[src/rtl/instr_loader_pkg.sv]
// instr_loader_pkg: shared CPU constants and loader state encoding.
package instr_loader_pkg;
    localparam int INSTR_W = 19;
    typedef enum logic [2:0] {IDLE, B0, B1, B2, WRITE, CHECK, DONE} state_t;
endpackage

[src/rtl/instr_loader.sv]
// instr_loader: assembles a little-endian byte stream into 19-bit words and writes instruction memory.
// Define LOADER_CHECKSUM_EN to require a trailing XOR checksum byte after the last word.
module instr_loader
    import instr_loader_pkg::*;
#(
    parameter int ADDR_W = 10
) (
    input  logic               clk,
    input  logic               rst,
    input  logic               start,
    input  logic [ADDR_W:0]    word_count,
    input  logic [7:0]         s_data,
    input  logic               s_valid,
    output logic               s_ready,
    output logic               im_we,
    output logic [ADDR_W-1:0]  im_addr,
    output logic [INSTR_W-1:0] im_wdata,
    output logic               cpu_rst,
    output logic               busy,
    output logic               done,
    output logic               error
);
    state_t state, nxt;
    logic [ADDR_W:0] remaining;
    logic xfer, accept, last;
`ifdef LOADER_CHECKSUM_EN
    logic [7:0] csum;
`endif
    assign xfer = s_valid && s_ready;
    assign accept = start && (state == IDLE || state == DONE);
    assign last = remaining == (ADDR_W+1)'(1);

    always_comb begin
        nxt = state;
        case (state)
            IDLE, DONE: nxt = accept ? (word_count == '0 ? DONE : B0) : state;
            B0:         nxt = xfer ? B1 : B0;
            B1:         nxt = xfer ? B2 : B1;
            B2:         nxt = xfer ? WRITE : B2;
`ifdef LOADER_CHECKSUM_EN
            WRITE:      nxt = last ? CHECK : B0;
            CHECK:      nxt = xfer ? DONE : CHECK;
`else
            WRITE:      nxt = last ? DONE : B0;
`endif
            default:    nxt = IDLE;
        endcase
    end

    // Outputs are registered from the next state so they line up with the state register.
    always_ff @(posedge clk) begin
        if (rst) begin
            state     <= IDLE;
            s_ready   <= 1'b0;
            im_we     <= 1'b0;
            im_addr   <= '0;
            im_wdata  <= '0;
            remaining <= '0;
            cpu_rst   <= 1'b1;
            busy      <= 1'b0;
            done      <= 1'b0;
            error     <= 1'b0;
`ifdef LOADER_CHECKSUM_EN
            csum      <= '0;
`endif
        end else begin
            state   <= nxt;
            s_ready <= nxt inside {B0, B1, B2, CHECK};
            im_we   <= nxt == WRITE;
            busy    <= !(nxt inside {IDLE, DONE});
            done    <= nxt == DONE;
            cpu_rst <= nxt != DONE;
            if (accept) begin
                remaining <= word_count;
                im_addr   <= '0;
                error     <= 1'b0;
`ifdef LOADER_CHECKSUM_EN
                csum      <= '0;
`endif
            end
            if (xfer && state == B0) im_wdata[7:0] <= s_data;
            if (xfer && state == B1) im_wdata[15:8] <= s_data;
            if (xfer && state == B2) begin
                im_wdata[18:16] <= s_data[2:0];
                if (s_data[7:3] != '0) error <= 1'b1;
            end
            if (state == WRITE) begin
                remaining <= remaining - 1'b1;
                if (!last) im_addr <= im_addr + 1'b1;
            end
`ifdef LOADER_CHECKSUM_EN
            if (xfer && state != CHECK) csum <= csum ^ s_data;
            if (xfer && state == CHECK && s_data != csum) error <= 1'b1;
`endif
        end
    end
endmodule

[config.mk]
export PLATFORM = sky130hd
export DESIGN_NAME = instr_loader
export DESIGN_NICKNAME = d
export VERILOG_FILES = /design/src/rtl/instr_loader_pkg.sv /design/src/rtl/instr_loader.sv
export SDC_FILE = /design/constraint.sdc
export NUM_CORES = 1
export LEC_CHECK = 0
export ABC_AREA = 1
export CAP_MARGIN = 20
export CORE_UTILIZATION = 45
export DETAILED_ROUTE_END_ITERATION = 8
export PLACE_DENSITY = 0.81
export SLEW_MARGIN = 20
export SYNTH_ARGS = -nofsm -noshare
export SYNTH_HDL_FRONTEND = slang
export SYNTH_SLANG_ARGS = --single-unit
[constraint.sdc]
create_clock -name clk -period 3.1 [get_ports clk]
set_clock_uncertainty 0.15 [all_clocks]
set_input_delay 0.775 -clock clk [delete_from_list [all_inputs] [get_ports clk]]
set_output_delay 0.775 -clock clk [all_outputs]
set_load 0.005 [all_outputs]
==> flow_metrics.py <==
metrics = {
    "run_status": {
        "outcome": "complete, no violations",
    },
    "detailed_routing": {
        "first_iter_violations": 132,
        "ant_nets": 0,
        "drtPass1Iterations": 4,
        "wl_per_cell_um": 12.6,
        "dr_total_vias": 2349,
        "drc": 0,
        "routed_wl_mm": 5.79,
        "via_per_inst": 5.11,
    },
    "timing": {
        "whs_ns": 0.332,
        "fmax_mhz": 454,
        "hold_viol_final": 0,
        "grt_setup_unrepaired": "false",
        "finalSetupTns_ns": 0,
        "slew_headroom_pct": 71.8,
        "setup_viol": 0,
        "slew_viol_final": 0,
        "finalCritPeriodShare_pct": 71.1,
        "worst_pin_slew_ns": 0.423,
        "min_period_ns": 2.20,
    },
    "grt": {
        "antenna_found_initial": 0,
        "grt_max_degree": 21,
        "grt_pass1_vias": 2196,
        "use_met2_pct": 37.9,
        "grt_pass1_wl_mm": 9.34,
        "use_met3_pct": 5.42,
        "grt-busiest-layer": "met2",
        "grt_usage_pct": 22.4,
        "gr-total-overflow": 0,
        "met1_usage_pct": 26.7,
    },
    "cts": {
        "cts_resized": 0,
        "htreeDepth": 2,
        "cts.sinks": 49,
        "insertion_delay_ns": 0.32,
        "cts_setup_buffers": 0,
        "cts_tree": "done",
        "clkSlewWorstSetupHoldPaths_ns": 0.09,
        "cts_made_buffers": 5,
        "ctsHoldBuffers": 0,
        "clock_path_buffers": 2,
        "root_buffer": "clkbuf_8",
    },
    "die": {
        "rows": 25,
        "initial_core_util_pct": 48.2,
        "dieHeight_um": 74.3,
        "die-width_um": 74.3,
        "fp.coreArea_um2": 4880,
        "ios": 58,
        "die_area_um2": 5510,
    },
    "cells_and_area": {
        "fin_util_pct": 63.4,
        "n_fill_cell": 445,
        "drive_above_1_share_pct": 9.41,
        "areaGrowthSynthToFinish_pct": 31.7,
        "fin_nets": 418,
        "antenna_cells": 0,
    },
    "worst_setup_path": {
        "startpoint_type": "flop",
        "cpLargestDelayFamily": "buffers and inverters",
        "path_cells": "clkdlybuf4s50_1",
        "crit_path_max_incr_delay_ns": 0.54,
        "critPathRequiredTime_ns": 2.17,
        "worst-path-buf-inv": 1,
        "cp-startpoint": "im_addr[5]$_SDFF_PP0_",
        "crit_type": "reg2out",
        "arrival_ns": 1.28,
        "cp-end-kind": "output port",
        "timing.rr.start": "remaining[1]$_SDFFE_PP0P_",
        "worst_path_max_delay_cell": "clkdlybuf4s50_1",
        "cp_max_fo": 7,
    },
    "worst_hold_path": {
        "hold_class": "reg2reg",
        "hp-start": "im_addr[4]$_SDFF_PP0_",
    },
    "logic_synthesis": {
        "yosys.cell_types.count": 37,
        "synth_area_per_cell_um2": 7.10,
        "syn_nets": 357,
        "ys_warn_count": 0,
        "syn_area_um2": 2350,
        "synthCells": 331,
        "ys_seq_area_share_pct": 41.7,
        "synth-seq-cells": 49,
    },
    "pwr": {
        "leakagePower_nw": 1.29,
        "vdd_drop_max_uv": 313,
        "switching_power_mw": 0.901,
        "combPwrFrac_pct": 42.2,
        "pwr-share-clk_pct": 19.1,
        "power.internal_mw": 1.26,
        "seq_power_share_pct": 38.7,
        "powerDensity_nw_per_um2": 697,
        "swShare_pct": 41.7,
    },
    "placement": {
        "hpwl_mm": 4.21,
        "gp_congestion": 0.901,
        "port_buffers": 57,
    },
    "job": {
        "cap_violations": 0,
    },
}
==> power groups by stage <==
| stage | clock network (mW) | logic, mW | registers (mW) |
|---|---|---|---|
| global placement | 0 | 0.877 | 0.843 |
| detailed placement | 0 | 0.900 | 0.845 |
| global route | 0.443 | 1.03 | 0.844 |
| CTS | 0.420 | 0.908 | 0.833 |
| floorplan | 0 | 0.645 | 0.829 |
| finish | 0.412 | 0.912 | 0.835 |
==> logic make-up after synthesis <==
logic type / synth area share (%)
DFF: 41.7
and+or+nand+nor: 35.9
buffers and inverters: 7.35
xor gates and xnor gates: 0.746
adders and majority gates: 1.60
AOI/OAI and AO/OA: 12.7
==> worst paths after layout <==
check / to / slack (ns) / depth (start not counted)
worst max-delay path: im_addr[5] / 0.90 / 1
worst min-delay path: im_addr[4]$_SDFF_PP0_ / 0.33 / 2
worst max register to register: im_addr[4]$_SDFF_PP0_ / 1.40 / 10
worst min register to register: im_addr[4]$_SDFF_PP0_ / 0.33 / 2
==> cell usage in the layout (no fill, tap or decap), types with 3 or more instances in the layout <==
cell type,count
a21oi_1,14
a31oi_1,4
buf_4,3
clkbuf_8,5
clkdlybuf4s50_1,57
dfxtp_1,49
ha_1,3
inv_1,30
inv_2,5
nand2_1,56
nand2_2,6
nand2_4,4
nand3_1,21
nand4_1,3
nor2_1,71
nor2_4,3
nor3_1,5
o21ai_0,28
==> state kept, by name (all words and copies together) (netlist names) <==
name and flops:
im_wdata 19, remaining 11, im_addr 10, state 3, busy 1, cpu_rst 1, done 1, error 1
im_we 1, s_ready 1
==> Yosys cell counts, drive strengths merged <==
library cell	count	area share, %
nor2	75	13
nand2	66	12
dfxtp	49	42
inv	36	6.0
o21ai	29	6.2
nand3	24	6.1
a21oi	14	3.0
nor3	6	1.5
a31oi	4	1.1
buf	3	0.75
clkbuf	3	0.48
ha	3	1.6
nand4	3	0.80
a21boi	2	1.1
nor3b	2	0.64
nor4	2	0.53
xor2	2	0.75
a211oi	1	0.32
a22oi	1	0.32
and2	1	0.27
clkinv	1	0.16
nand3b	1	0.32
o211ai	1	0.32
o221ai	1	0.37
or2	1	0.27
==> metal layers <==
metal / wire [um] / vias up / share of wire, %
li1: - / 1190 / -
met1: 2520 / 1060 / 43
met2: 2730 / 84 / 47
met3: 401 / 15 / 6.9
met4: 144 / 0 / 2.5
met5: 0 / - / 0
==> stage by stage <==
| stage | instances | setup slack (ns) | power [mW] | area (um2) |
|---|---|---|---|---|
| finish | 460 | 0.896 | 2.16 | 3100 |
| global route | 460 | 0.834 | 2.31 | 3100 |
| CTS | 460 | 0.887 | 2.16 | 3100 |
| detailed placement | 452 | 0.703 | 1.75 | 3000 |
| global placement | 452 | 0.756 | 1.72 | 3000 |
| floorplan | 331 | 1.36 | 1.47 | 2350 |
==> worst register-to-register path, stage by stage (launching register included) <==
cell and delay [ns]:
dfxtp_1 0.36, inv_1 0.08, ha_1 0.20, nand2_1 0.07, nor2_1 0.05, nand3_1 0.13, nand2_4 0.11, nor2_1 0.25
nand2_1 0.08, nand2_1 0.07, a21oi_1 0.04
==> layout make-up <==
class,instances,area (um2),area share [%]
multi-input cells,239,1200,38.6
clock inverters,3,28.8,0.930
flip-flops and latches,49,981,31.7
clock buffers,5,68.8,2.22
repair buffers,60,593,19.2
well taps,67,83.8,2.71
inverters,37,144,4.65
(Power assumes the default switching activity.)
